==> config.mk <==
export PLATFORM = sky130hd
export DESIGN_NAME = sobel_stream_lb
export DESIGN_NICKNAME = d
export VERILOG_FILES = /design/src/rtl/sobel_stream_lb.sv
export SDC_FILE = /design/constraint.sdc
export NUM_CORES = 1
export LEC_CHECK = 0
export ABC_AREA = 1
export ABC_CLOCK_PERIOD_IN_PS = 10500
export CORE_MARGIN = 10
export CORE_UTILIZATION = 63
export CTS_CLUSTER_DIAMETER = 40
export DETAILED_ROUTE_END_ITERATION = 7
export HOLD_SLACK_MARGIN = 0.1
export PLACE_DENSITY = 0.79
export SLEW_MARGIN = 20
export SYNTH_ARGS = -nofsm -noshare
export SYNTH_HDL_FRONTEND = slang
export SYNTH_SLANG_ARGS = --single-unit
==> constraint.sdc <==
create_clock -name clk -period 10.5 [get_ports clk]
set_input_delay 1.05 -clock clk [delete_from_list [all_inputs] [get_ports clk]]
set_output_delay 1.05 -clock clk [all_outputs]
set_load 0.02 [all_outputs]
==> src/rtl/sobel_stream_lb.sv <==
// sobel_stream_lb: streaming 3x3 Sobel edge detector for raster-order pixels.
// Two line buffers hold the previous two input rows, so storage grows with
// IMG_W only. A 3x3 window of registers shifts one column per accepted pixel.
// Only interior pixels are emitted, one cycle after the input pixel that
// completes their neighbourhood.
//
// Ports:
//   clk, reset      rising-edge clock, asynchronous active-low reset
//   in_valid/ready  input handshake; in_data is the raster-order pixel
//   mode            0 |Gx|+|Gy|, 1 threshold binary, 2 |Gx|, 3 |Gy|
//   threshold       compare level used in mode 1
//   out_valid/ready output handshake; out_data is the filtered pixel
//   out_eol         last output of an output row
//   out_last        last output of the frame
//   frame_done      one-cycle pulse after the out_last transfer
//   busy            high from the first accepted pixel until frame_done
module sobel_stream_lb #(
  parameter int PIX_W = 8,
  parameter int OUT_W = 8,
  parameter int IMG_W = 30,
  parameter int IMG_H = 30
) (
  input  logic             clk,
  input  logic             reset,
  input  logic             in_valid,
  output logic             in_ready,
  input  logic [PIX_W-1:0] in_data,
  input  logic [1:0]       mode,
  input  logic [OUT_W-1:0] threshold,
  output logic             out_valid,
  input  logic             out_ready,
  output logic [OUT_W-1:0] out_data,
  output logic             out_eol,
  output logic             out_last,
  output logic             frame_done,
  output logic             busy
);

  localparam int COL_W = $clog2(IMG_W);
  localparam int ROW_W = $clog2(IMG_H);
  localparam int SUM_W = PIX_W + 2;
  localparam int G_W   = PIX_W + 3;
  localparam int MAG_W = PIX_W + 4;
  localparam int CMP_W = (MAG_W > OUT_W) ? MAG_W : OUT_W;
  localparam logic [CMP_W-1:0] OUT_MAX  = CMP_W'({OUT_W{1'b1}});
  localparam logic [COL_W-1:0] COL_LAST = COL_W'(IMG_W - 1);
  localparam logic [ROW_W-1:0] ROW_LAST = ROW_W'(IMG_H - 1);

  logic [COL_W-1:0] col;
  logic [ROW_W-1:0] row;
  logic [PIX_W-1:0] lb0 [IMG_W];
  logic [PIX_W-1:0] lb1 [IMG_W];
  logic [PIX_W-1:0] win [3][3];
  logic [PIX_W-1:0] nwin [3][3];
  logic [1:0]       mode_f;
  logic [OUT_W-1:0] thr_f;

  logic xfer, out_hs, produce, first_pix, col_end, row_end;

  logic [SUM_W-1:0]        gx_pos, gx_neg, gy_pos, gy_neg;
  logic signed [G_W-1:0]   gx, gy;
  logic [SUM_W-1:0]        abs_x, abs_y;
  logic [MAG_W-1:0]        sum_mag, sel_mag;
  logic [OUT_W-1:0]        result;

  assign in_ready  = !out_valid || out_ready;
  assign xfer      = in_valid && in_ready;
  assign out_hs    = out_valid && out_ready;
  assign col_end   = (col == COL_LAST);
  assign row_end   = (row == ROW_LAST);
  assign first_pix = (row == '0) && (col == '0);
  assign produce   = xfer && (row >= ROW_W'(2)) && (col >= COL_W'(2));

  // Window as it will look after this transfer; the output is computed from
  // it so the result can be registered on the same edge as the shift.
  always_comb begin
    for (int r = 0; r < 3; r++) begin
      nwin[r][0] = win[r][1];
      nwin[r][1] = win[r][2];
    end
    nwin[0][2] = lb1[col];
    nwin[1][2] = lb0[col];
    nwin[2][2] = in_data;
  end

  assign gx_pos = SUM_W'(nwin[0][2]) + (SUM_W'(nwin[1][2]) << 1) + SUM_W'(nwin[2][2]);
  assign gx_neg = SUM_W'(nwin[0][0]) + (SUM_W'(nwin[1][0]) << 1) + SUM_W'(nwin[2][0]);
  assign gy_pos = SUM_W'(nwin[2][0]) + (SUM_W'(nwin[2][1]) << 1) + SUM_W'(nwin[2][2]);
  assign gy_neg = SUM_W'(nwin[0][0]) + (SUM_W'(nwin[0][1]) << 1) + SUM_W'(nwin[0][2]);

  assign gx = $signed({1'b0, gx_pos}) - $signed({1'b0, gx_neg});
  assign gy = $signed({1'b0, gy_pos}) - $signed({1'b0, gy_neg});

  // |G| never exceeds 4*(2^PIX_W-1), so it fits back into SUM_W bits.
  assign abs_x = gx[G_W-1] ? SUM_W'(-gx) : SUM_W'(gx);
  assign abs_y = gy[G_W-1] ? SUM_W'(-gy) : SUM_W'(gy);
  assign sum_mag = MAG_W'(abs_x) + MAG_W'(abs_y);

  always_comb begin
    sel_mag = sum_mag;
    result  = '0;
    case (mode_f)
      2'd2:    sel_mag = MAG_W'(abs_x);
      2'd3:    sel_mag = MAG_W'(abs_y);
      default: sel_mag = sum_mag;
    endcase
    if (mode_f == 2'd1)
      result = (CMP_W'(sum_mag) >= CMP_W'(thr_f)) ? '1 : '0;
    else if (CMP_W'(sel_mag) > OUT_MAX)
      result = '1;
    else
      result = OUT_W'(sel_mag);
  end

  // Line buffers are never read before being rewritten, so no reset.
  always_ff @(posedge clk) begin
    if (xfer) begin
      lb1[col] <= lb0[col];
      lb0[col] <= in_data;
    end
  end

  always_ff @(posedge clk or negedge reset) begin
    if (!reset) begin
      col        <= '0;
      row        <= '0;
      mode_f     <= '0;
      thr_f      <= '0;
      out_valid  <= 1'b0;
      out_data   <= '0;
      out_eol    <= 1'b0;
      out_last   <= 1'b0;
      frame_done <= 1'b0;
      busy       <= 1'b0;
      for (int r = 0; r < 3; r++)
        for (int c = 0; c < 3; c++)
          win[r][c] <= '0;
    end else begin
      frame_done <= out_hs && out_last;

      if (xfer) begin
        for (int r = 0; r < 3; r++)
          for (int c = 0; c < 3; c++)
            win[r][c] <= nwin[r][c];
        if (first_pix) begin
          mode_f <= mode;
          thr_f  <= threshold;
        end
        if (col_end) begin
          col <= '0;
          row <= row_end ? '0 : row + 1'b1;
        end else begin
          col <= col + 1'b1;
        end
      end

      if (produce) begin
        out_valid <= 1'b1;
        out_data  <= result;
        out_eol   <= col_end;
        out_last  <= col_end && row_end;
      end else if (out_ready) begin
        out_valid <= 1'b0;
      end

      // The only pixel that can transfer alongside the out_last handshake is
      // (0,0) of the next frame, which keeps busy high.
      if (xfer)
        busy <= 1'b1;
      else if (out_hs && out_last)
        busy <= 1'b0;
    end
  end

endmodule

Word level (Yosys, flattened, before mapping)
Memory sizes are Yosys's and may differ from the RTL's.
Index checks and enable logic that the tools add are counted.
- register bits: 81
- bits in writable memories: 480
- output and inout bits: 14
- word-level logic and storage cells: 71
- memories: 2
- memory list (name ; words ; width ; rd ports ; clocked after memory_dff ; wr ports ; RTL line ; source):
    lb0 ; 30 ; 8 ; 1 ; 0 ; 1 ; 51 ; logic [PIX_W-1:0] lb0 [IMG_W];
    lb1 ; 30 ; 8 ; 1 ; 0 ; 1 ; 52 ; logic [PIX_W-1:0] lb1 [IMG_W];
- $add $sub $neg: 15
- magnitude comparators: 4
- equality and inequality tests: 5
- multiplexer cells: 14
- reduce and logical (&&, ||, !) cells: 15
- operators by type and width (cell ; count):
    $add A10 B8 Y10 ; 4
    $add A8 B9 Y10 ; 4
    $mux W8 ; 3
    $pmux W11 S2 ; 1
    $sub A10 B10 Y11 ; 2
    $mux W10 ; 2
    $neg A10 Y10 ; 2
    $gt A12 B8 Y1 const B ; 1
    $add A10 B10 Y11 ; 1
    $ge A11 B8 Y1 ; 1
    $add A5 B1 Y5 const B ; 2
    $eq A5 B5 Y1 const B ; 2
    $ge A5 B2 Y1 const B ; 2
    $logic_not A5 Y1 ; 2
    $mux W5 ; 2
    $logic_and A1 B1 Y1 ; 7
    $mux W1 ; 6
    $eq A2 B2 Y1 const B ; 2
    $reduce_and A2 Y1 ; 2
    $reduce_bool A2 Y1 ; 2
    $eq A2 B1 Y1 const B ; 1
    $logic_not A1 Y1 ; 1
    $logic_or A1 B1 Y1 ; 1

Longest topological paths before layout
Gate-level depths: netlist (run 1).
An unclocked memory read counts as a cell.
- depth after elaboration: 11
- mapped depth: 44
- depth with buffers taken out: 41

Worst setup path before layout (run 1)
OpenSTA, ideal clock, no wires.
- path kind: reg-to-reg
- start: reg col[0]
- end: reg out_data[0]
- library setup time: 129 ps
- arrival time: 7137 ps
- data required time: 10371 ps
- setup slack: 3234 ps
- cell stages (with the launch flop): 37
- path buffers: 3
- period minus slack after synthesis: 7266 ps
- cell sequence: dfrtp_1 > inv_2 > buf_2 > buf_2 > buf_2 > o21ai_0 > o22ai_1 > a221oi_2 > nand4_1 > fa_1 > inv_1 > fa_1 > inv_1 > fa_1 > ha_1 > a21oi_1 > nand2_1 > nand2_2 > nand2_4 > nor2_1 > xor2_1 > inv_1 > ha_1 > inv_1 > nor3_1 > a21oi_1 > or2_2 > nand2_1 > ha_1 > a21oi_1 > o221ai_1 > nand2_1 > nand2_1 > nor3_2 > nor2_1 > nor2_2 > a21oi_1
- RTL lines (what ; RTL line ; source):
    start: declaration ; 49 ; logic [COL_W-1:0] col;
    start signal: assignment ; 153 ; col <= col + 1'b1;
    end signal: assignment ; 159 ; out_data <= result;
    end: declaration ; 32 ; output logic [OUT_W-1:0] out_data,

==> flow_metrics.env, run 1 <==
export IMPL_crit_slowest_cell="dfrtp_4"
export IMPL_die_height_um=222.7
export IMPL_cp_arrival_ps=9530
export IMPL_antenna_found_initial=0
export IMPL_synth_edf_count=480
export IMPL_clkTransAtPathRegs_ps=60
export IMPL_area_delta_synth_final_pct=13.51
export IMPL_syn_area_um2=25890
export IMPL_drtIter0Drc=2336
export IMPL_coreArea_um2=40740
export IMPL_ys_types=54
export IMPL_setup_viol=0
export IMPL_post_route_period_util=0.8646
export IMPL_hold_viol_final=0
export IMPL_drv_cap=0
export IMPL_post_cts_buffers=0
export IMPL_timing_hold_ws_ps=318.9
export IMPL_dr_total_vias=18382
export IMPL_antennaDiodeCount=0
export IMPL_finalNetCount=2484
export IMPL_detail_route_wl_per_cell_um=23.54
export IMPL_maxSlewHeadroom=0.2687
export IMPL_tightest_slew_ps=1090
export IMPL_syn_inst=2278
export IMPL_skew_ps=35.48
export IMPL_htreeDepth=3
export IMPL_cts_path_max_buffers=3
export IMPL_ys_ff_latch=561
export IMPL_endpoint_kind="flop"
export IMPL_setup_tns_ps=0
export IMPL_cts_tree="done"
export IMPL_portBuffers=35
export IMPL_slowest_delay_ps=960
export IMPL_grt_overflow=0
export IMPL_critical_path_class="reg -> reg"
export IMPL_vias_per_cell=6.267
export IMPL_fp_dieW_um=222.7
export IMPL_hold_path_class="in -> async"
export IMPL_design_area_um2=29390
export IMPL_yosys_warnings=0
export IMPL_postLayoutCoreUtil=0.7214
export IMPL_ios=36
export IMPL_initial_core_util=0.6355
export IMPL_synthArstFlopShare=0.1444
export IMPL_gp_congestion=0.9364
export IMPL_cpMostUsedCell="nand2_1"
export IMPL_cts_resized=0
export IMPL_timing_fmax_mhz=110.2
export IMPL_grt_max_degree=167
export IMPL_cts_sinks=561
export IMPL_status="finished, final reports clean"
export IMPL_die_area_um2=49610
export IMPL_yosysSeqAreaShare=0.6350
export IMPL_hold_buffers=0
export IMPL_cts_made_buffers=70
export IMPL_grt_pass1_wl_um=106000
export IMPL_layout_drive_gt1_share=0.1033
export IMPL_avgSynthCellArea_um2=11.37
export IMPL_gr_usage_all_layers=0.2750
export IMPL_grt_pass1_vias=18478
export IMPL_drc_errors=0
export IMPL_ys_flop_type="edfxtp_1"
export IMPL_clk_latency_ps=610
export IMPL_first_pass_iters=5
export IMPL_cp_start_kind="flop"
export IMPL_root_buffer="clkbuf_16"
export IMPL_drv_slew=0
export IMPL_ant_nets=0
export IMPL_worstPathRequired_ps=10950
export IMPL_rsz0062_at_grt="no"
export IMPL_row_count=74
export IMPL_routed_wl_um=69030
export IMPL_place_area_um2=26960
export IMPL_min_period_ps=9078
export IMPL_hpwlAfterDp_um=42500
export IMPL_synth_fp_nets=2415
export IMPL_critPathMaxFanout=117
[final timing paths]
path / start / endpoint / slack (ps) / depth (start not counted)
max: col[0] / out_data[7] / 1420 / 39
min: reset / nwin[71] / 320 / 1
min in group clk: nwin[62] / nwin[62] / 500 / 2
max in group asynchronous: reset / col[1] / 8950 / 2
max reg2reg: col[0] / out_data[7] / 1420 / 39
min reg2reg: nwin[62] / nwin[62] / 500 / 2
[worst max-delay path: cells and delay by family, from the launching register on]
family | cells | cell delay, ps
DFF | 1 | 960
and+or+nand+nor | 18 | 2140
AOI/OAI and AO/OA | 7 | 1680
adders and majority gates | 6 | 2570
buffers and inverters | 7 | 1140
xor gates and xnor gates | 1 | 190
[synth_stat cells (5+ instances only)]
library cell  instances  area share
edfxtp_1            480        0.56
nor2_1              319       0.046
nand2_1             284       0.041
o21ai_0             261       0.050
inv_1               217       0.031
o22ai_1             113       0.027
dfrtp_1              81       0.078
fa_1                 63       0.049
nand3_1              56       0.011
clkbuf_1             55      0.0080
ha_1                 52       0.025
a21oi_1              45      0.0087
buf_2                33      0.0064
o21ai_1              31      0.0060
a22o_1               26      0.0088
nand4_1              25      0.0060
nor3_1               13      0.0025
inv_2                11      0.0016
or2_2                11      0.0027
nor2_2                9      0.0022
nand2_2               7      0.0017
o31ai_1               7      0.0020
buf_1                 6     0.00087
nor4_2                6      0.0029
a221oi_2              5      0.0029
a31oi_1               5      0.0012
xor2_1                5      0.0017
[layout by cell type, fill, tap and decap left out, types with 12 or more instances in the layout]
cell	synthesis	final
a21oi_1	45	45
o21ai_1	31	31
o21ai_0	261	261
a22o_1	26	26
o22ai_1	113	113
nor3_1	13	12
dfrtp_1	81	79
ha_1	52	52
inv_1	217	216
nor2_1	319	319
clkbuf_16	0	71
nand2_1	284	283
clkdlybuf4s50_1	0	33
fa_1	63	63
edfxtp_1	480	480
nand4_1	25	25
buf_4	4	64
nand3_1	56	56
[per-stage QoR]
step                worst slack [ps]  cells
floorplan                       3234   2278
global placement                1903   2807
detailed placement              1697   2807
CTS                             1678   2933
global route                   838.0   2933
finish                          1422   2933
[cells by family (layout without fill, tap and decap cells)]
group / after synthesis / count (layout) / share of synthesized area
simple gates: 744 / 744 / 0.1214
flops: 561 / 561 / 0.6350
compound gates: 513 / 513 / 0.1142
buf+inv: 333 / 456 / 0.05123
fa+ha+maj: 115 / 115 / 0.07384
xor+xnor: 8 / 8 / 0.002706
mux: 4 / 4 / 0.001595
[layout make-up]
type                    instances  area, um2
inverters                     231      875.8
well taps                     532      665.6
clock buffers                  80       1841
flip-flops and latches        561      16450
repair buffers                 99      835.8
clock inverters                46      585.6
fillers                      2629      11350
multi-input cells            1384       8137
[flip-flops by register name (all words and copies together), names as in the netlist, 2 cells and up]
name and flops:
mode_f 2, row 5, nwin 48, thr_f 8
out_data 8, lb1 240, col 5, lb0 240
[metal layers]
layer | up-vias | share of wire | global-route usage
li1 | 8131 | - | -
met1 | 8893 | 0.36 | 0.3433
met2 | 1138 | 0.48 | 0.4451
met3 | 220 | 0.11 | 0.05632
met4 | 0 | 0.055 | 0.1480
met5 | - | 0 | 0
Power of run 1 is not shown: default switching activity piles up to over one toggle a cycle in this logic, so the estimate is an artifact.
==> inputs of run 2 (changes only) <==
- CELL_PAD_IN_SITES_DETAIL_PLACEMENT: unset -> 0
- CELL_PAD_IN_SITES_GLOBAL_PLACEMENT: unset -> 2
- CORE_UTILIZATION: 63 -> 43
- PLACE_DENSITY: 0.79 -> 0.78
==> run 2 against run 1 <==
  * Setup slack improved by 250 ps
  * Maximum frequency rose by 2.8%
  * Count of clock-buffer cells in the layout is 9 higher
  * Clock skew fell by 1.5 ps
  * Register-to-register slack gained 250 ps
  * Final area up 3.5%
  * Die area rose by 42%
  * Non-clock buffer count is 7 higher
  * Sequential share of layout area shrank 1.9 points
  * Critical path type unchanged
  * Wire length rose by 6.3%
  * Cell count is 9.4% higher
==> flow_metrics.env, run 2 (same netlist as run 1, synthesis figures left out) <==
export IMPL_maxSlewHeadroom=0.2188
export IMPL_cp_startpoint="col[0]"
export IMPL_drv_slew=0
export IMPL_dp_cells=3055
export IMPL_cts_made_buffers=84
export IMPL_clk_latency_ps=640
export IMPL_gp_congestion=0.8994
export IMPL_layout_drive_gt1_share=0.1165
export IMPL_ant_nets=0
export IMPL_stdcell_count=3210
export IMPL_hold_viol_final=0
export IMPL_hold_buffers=0
export IMPL_grt_overflow=0
export IMPL_drtIter0Drc=1641
export IMPL_tightest_slew_ps=1168
export IMPL_rsz0062_at_grt="no"
export IMPL_layout_commonest_cell="edfxtp_1"
export IMPL_worstPathRequired_ps=11000
export IMPL_postLayoutCoreUtil=0.5122
export IMPL_grt_pass1_wl_um=110000
export IMPL_cts_resized=0
export IMPL_dr_total_vias=17657
export IMPL_status="finished, final reports clean"
export IMPL_cts_path_max_buffers=3
export IMPL_gr_usage_all_layers=0.2075
export IMPL_die_height_um=265.4
export IMPL_clkTransAtPathRegs_ps=50
export IMPL_antenna_found_initial=0
export IMPL_area_delta_synth_final_pct=17.43
export IMPL_drv_cap=0
export IMPL_setup_viol=0
export IMPL_critPathMaxFanout=92
export IMPL_grt_pass1_vias=17060
export IMPL_coreArea_um2=59350
export IMPL_grt_max_degree=93
export IMPL_cp_start_kind="flop"
export IMPL_finalNetCount=2505
export IMPL_detail_route_wl_per_cell_um=22.87
export IMPL_hold_path_class="in -> async"
export IMPL_setup_slack_ps=1668
export IMPL_critical_path_class="reg -> reg"
export IMPL_cts_sinks=561
export IMPL_antennaDiodeCount=0
export IMPL_pre_cts_ws_ps=1745
export IMPL_cpMostUsedCell="nand2_1"
export IMPL_cts_tree="done"
export IMPL_min_period_ps=8832
export IMPL_post_cts_buffers=0
export IMPL_setup_tns_ps=0
export IMPL_drc_errors=0
export IMPL_post_route_period_util=0.8411
export IMPL_routed_wl_um=73410
export IMPL_portBuffers=35
export IMPL_fp_dieW_um=265.4
export IMPL_skew_ps=33.93
export IMPL_row_count=89
export IMPL_vias_per_cell=5.501
export IMPL_hpwlAfterDp_um=48460
export IMPL_endpoint_kind="flop"
export IMPL_multiInputGateArea_um2=8137
export IMPL_seq_area_um2=16450
export IMPL_root_buffer="clkbuf_16"
export IMPL_crit_slowest_cell="dfrtp_4"
export IMPL_htreeDepth=3
export IMPL_initial_core_util=0.4362
export IMPL_nFillCells=5174
export IMPL_first_pass_iters=5
export IMPL_ios=36
export IMPL_die_area_um2=70430
export IMPL_cp_arrival_ps=9330
export IMPL_r2r_start="col[0]"
export IMPL_mostFrequentLayoutCells="edfxtp_1 (480), nor2_1 (319), nand2_1 (283), o21ai_0 (261), inv_1 (217)"
export IMPL_slowest_delay_ps=680
export IMPL_timing_fmax_mhz=113.2
-- run 2: cell count changes in the layout (fill, tap and decap cells not counted), sizes merged --
cell and delta:
inv +4, clkinv +2, clkbuf +9, clkinvlp +6, buf +7, bufinv +8
-- run 2: worst paths after layout --
path	end	slack, ps	cells after the start
max	out_data[5]	1670	36
max reg2reg	out_data[5]	1670	36
min in group clk	nwin[47]	470	2
max in group asynchronous	col[0]	8910	2
min	nwin[32]	300	1
min reg2reg	nwin[47]	470	2
-- run 2: metrics by stage --
step | cell area [um2] | hold slack, ps
2_1_floorplan | 25890 | 442.2
3_3_place_gp | 27320 | 455.8
3_5_place_dp | 27320 | 457.9
4_1_cts | 30400 | 286.3
5_1_grt | 30400 | 305.0
6_report | 30400 | 299.7
-- run 2: cell type report --
type | count | area share
clock buffers | 89 | 0.06976
inverters | 231 | 0.02881
repair buffers | 106 | 0.02963
flip-flops and latches | 561 | 0.5410
multi-input cells | 1384 | 0.2676
well taps | 773 | 0.03181
clock inverters | 66 | 0.03136
-- run 2: per-layer routing --
layer,up-vias,track usage,part of all wire
met3,114,0.03377,0.064
li1,8188,-,-
met2,563,0.3288,0.46
met5,-,0,0
met1,8792,0.2891,0.45
met4,0,0.06430,0.028
-- run 2: critical path, delay by kind of cell (launching register included) --
kind / cells / cell delay, ps
compound gates: 12 / 2170
fa+ha+maj: 6 / 2470
buf+inv: 7 / 1640
flops: 1 / 680
simple gates: 11 / 1640
Power of run 2 is left out for the same reason.
==> edit, RTL diff (settings of run 2) <==
Add an input register stage for `threshold`, without a reset; this delays it by one clock. The other inputs are not delayed to match.
--- a/src/rtl/sobel_stream_lb.sv
+++ b/src/rtl/sobel_stream_lb.sv
@@ -46,4 +46,10 @@
   localparam logic [COL_W-1:0] COL_LAST = COL_W'(IMG_W - 1);
   localparam logic [ROW_W-1:0] ROW_LAST = ROW_W'(IMG_H - 1);
+
+  logic [OUT_W-1:0] threshold_q;
+
+  always_ff @(posedge clk) begin
+    threshold_q <= threshold;
+  end
 
   logic [COL_W-1:0] col;
@@ -145,5 +151,5 @@
         if (first_pix) begin
           mode_f <= mode;
-          thr_f  <= threshold;
+          thr_f  <= threshold_q;
         end
         if (col_end) begin
Behaviour: no difference found for any inputs over 4 cycles, from zero or initial values and one cycle with reset low; that may be too few to reach the edited logic, so the function may still have changed.
==> edit against run 2 <==
- cell area is 0.21% higher
- critical path type unchanged
- wire length is 1.2% higher
- worst setup slack better by 0.092 ns
- sequential cell count is 8 higher
- synthesized area is 0.67% higher
- critical path depth is 3 higher
Power is not shown: default switching activity piles up to over one toggle a cycle in this logic, so the estimate is an artifact.
==> edit: results <==
group,metric,value,unit
run_status,outcome,"finished, final reports clean",
global_route,grtUsageTotal,21.2,%
yosys,synthTopCellsByCount,"480 x edfxtp_1, 319 x nor2_1, 281 x nand2_1",
global_route,grt_max_degree,138,
yosys,synth_cell_type_count,55,
clocking,cts_root_buf,"clkbuf_16",
worst_setup_path,cp.arrival,9.23,ns
final_layout,fill_cells,5276,
timing,fin_skew,0.0291,ns
clocking,clock_path_buffers,3,
place,gp_congestion,0.866,
clocking,cts_repair_resize_count,0,
drt,vias_per_cell,5.49,
yosys,synth_area_leaders,"edfxtp_1 55%, dfrtp_1 7.8%, fa_1 4.8%",
place,portBuffers,35,
final_layout,instances_no_fill,3232,
clocking,path_clk_slew,0.06,ns
place,hpwl,47900,microns
worst_setup_path,crit_slowest_cell,"dfrtp_4",
drt,drt-total-wl,74300,microns
yosys,synth_edf_count,480,
final_layout,nNetsFinal,2515,
drt,drt_pass1_iterations,7,
clocking,post_cts_buffers,0,
global_route,grt_first_pass_wirelength,112000,microns
worst_setup_path,critPathTopFamily,"adder cells",
drt,drt-initial-drc-count,1754,
final_layout,drive_gt1_share,12.0,%
yosys,synth-seq-area-share,63.7,%
clocking,cts_buffers,86,
clocking,ctsHtreeMaxLevel,3,
yosys,syn_nets,2422,
clocking,clock_latency,0.63,ns
timing,worst_slew_pin_slew,1.10,ns
place,numPlacedInstances,3072,
global_route,first_global_vias,17600,
yosys,synth_warnings,0,
worst_setup_path,crit_fanout,55,
worst_setup_path,cpPeakStageDelay,0.85,ns
yosys,syn_area_per_cell,11.4,sq um
yosys,ys_async_sr_fraction,14.2,%
hold_path,hp-class,"input port to async pin",
worst_setup_path,r2r_slack,1.76,ns
global_route,antenna_found_initial,1,
## edit: cell types whose count changed after synthesis, sizes merged
cell           run 2  this run
o21ai            293       292
a21oi             45        44
buf               45        50
clkbuf            57        52
inv              229       228
dfxtp              0         8
a211oi             1         2
o21bai             3         2
nor2             330       331
a21o               2         3
## edit: final timing paths
check	endpoint	from	cells after the start
setup / recovery	out_data[7]	col[1]	39
hold / removal	nwin[33]	reset	1
setup reg to reg	out_data[7]	col[1]	39
hold reg to reg	thr_f[0]	threshold_q[0]	1
max in group asynchronous	col[1]	reset	2
min in group clk	thr_f[0]	threshold_q[0]	1
## edit: cells by family (layout without fill, tap and decap cells)
logic type	after synthesis	after routing	synth area share (%)
simple gates	745	745	12.2
buf+inv	332	496	5.11
fa+ha+maj	115	115	7.34
other cells	0	1	0
compound gates	512	512	11.3
flops	569	569	63.7
mux	4	4	0.158
xor+xnor	8	8	0.269
## edit: stage by stage
stage	instance area [sq um]	util, %	hold WS, ns	worst slack [ns]
after floorplan	26100	-	0.440	3.20
after global placement	27500	45.7	0.442	1.92
after detailed placement	27500	45.7	0.449	1.84
after CTS	30500	50.7	0.252	1.81
after global routing	30500	50.7	0.275	1.23
final	30500	50.7	0.274	1.76
## edit: worst register-to-register path, delay by kind of cell, from the launching register on
family / cells / cell delay, ns
buffers and inverters: 6 / 0.87
DFF: 1 / 0.85
xor gates and xnor gates: 1 / 0.23
AOI/OAI and AO/OA: 7 / 1.60
and+or+nand+nor: 19 / 2.42
adders and majority gates: 6 / 2.63
## edit: final cells by class
class / count / area (sq um) / share of cell area, %
Antenna cell: 1 / 2.50 / 0.00821
Clock buffer: 97 / 2260 / 7.41
Clock inverter: 62 / 701 / 2.30
Inverter: 230 / 870 / 2.85
Multi-Input combinational cell: 1384 / 8140 / 26.7
Sequential cell: 569 / 16600 / 54.5
Tap cell: 782 / 978 / 3.21
Timing Repair Buffer: 107 / 908 / 2.98
## edit: layer usage
metal / share of wire [%] / global-route usage, % / vias up
li1: - / - / 8212
met1: 45 / 29.5 / 8814
met2: 45 / 32.6 / 606
met3: 6.8 / 3.80 / 114
met4: 3.0 / 7.81 / 0
met5: 0 / 0 / -
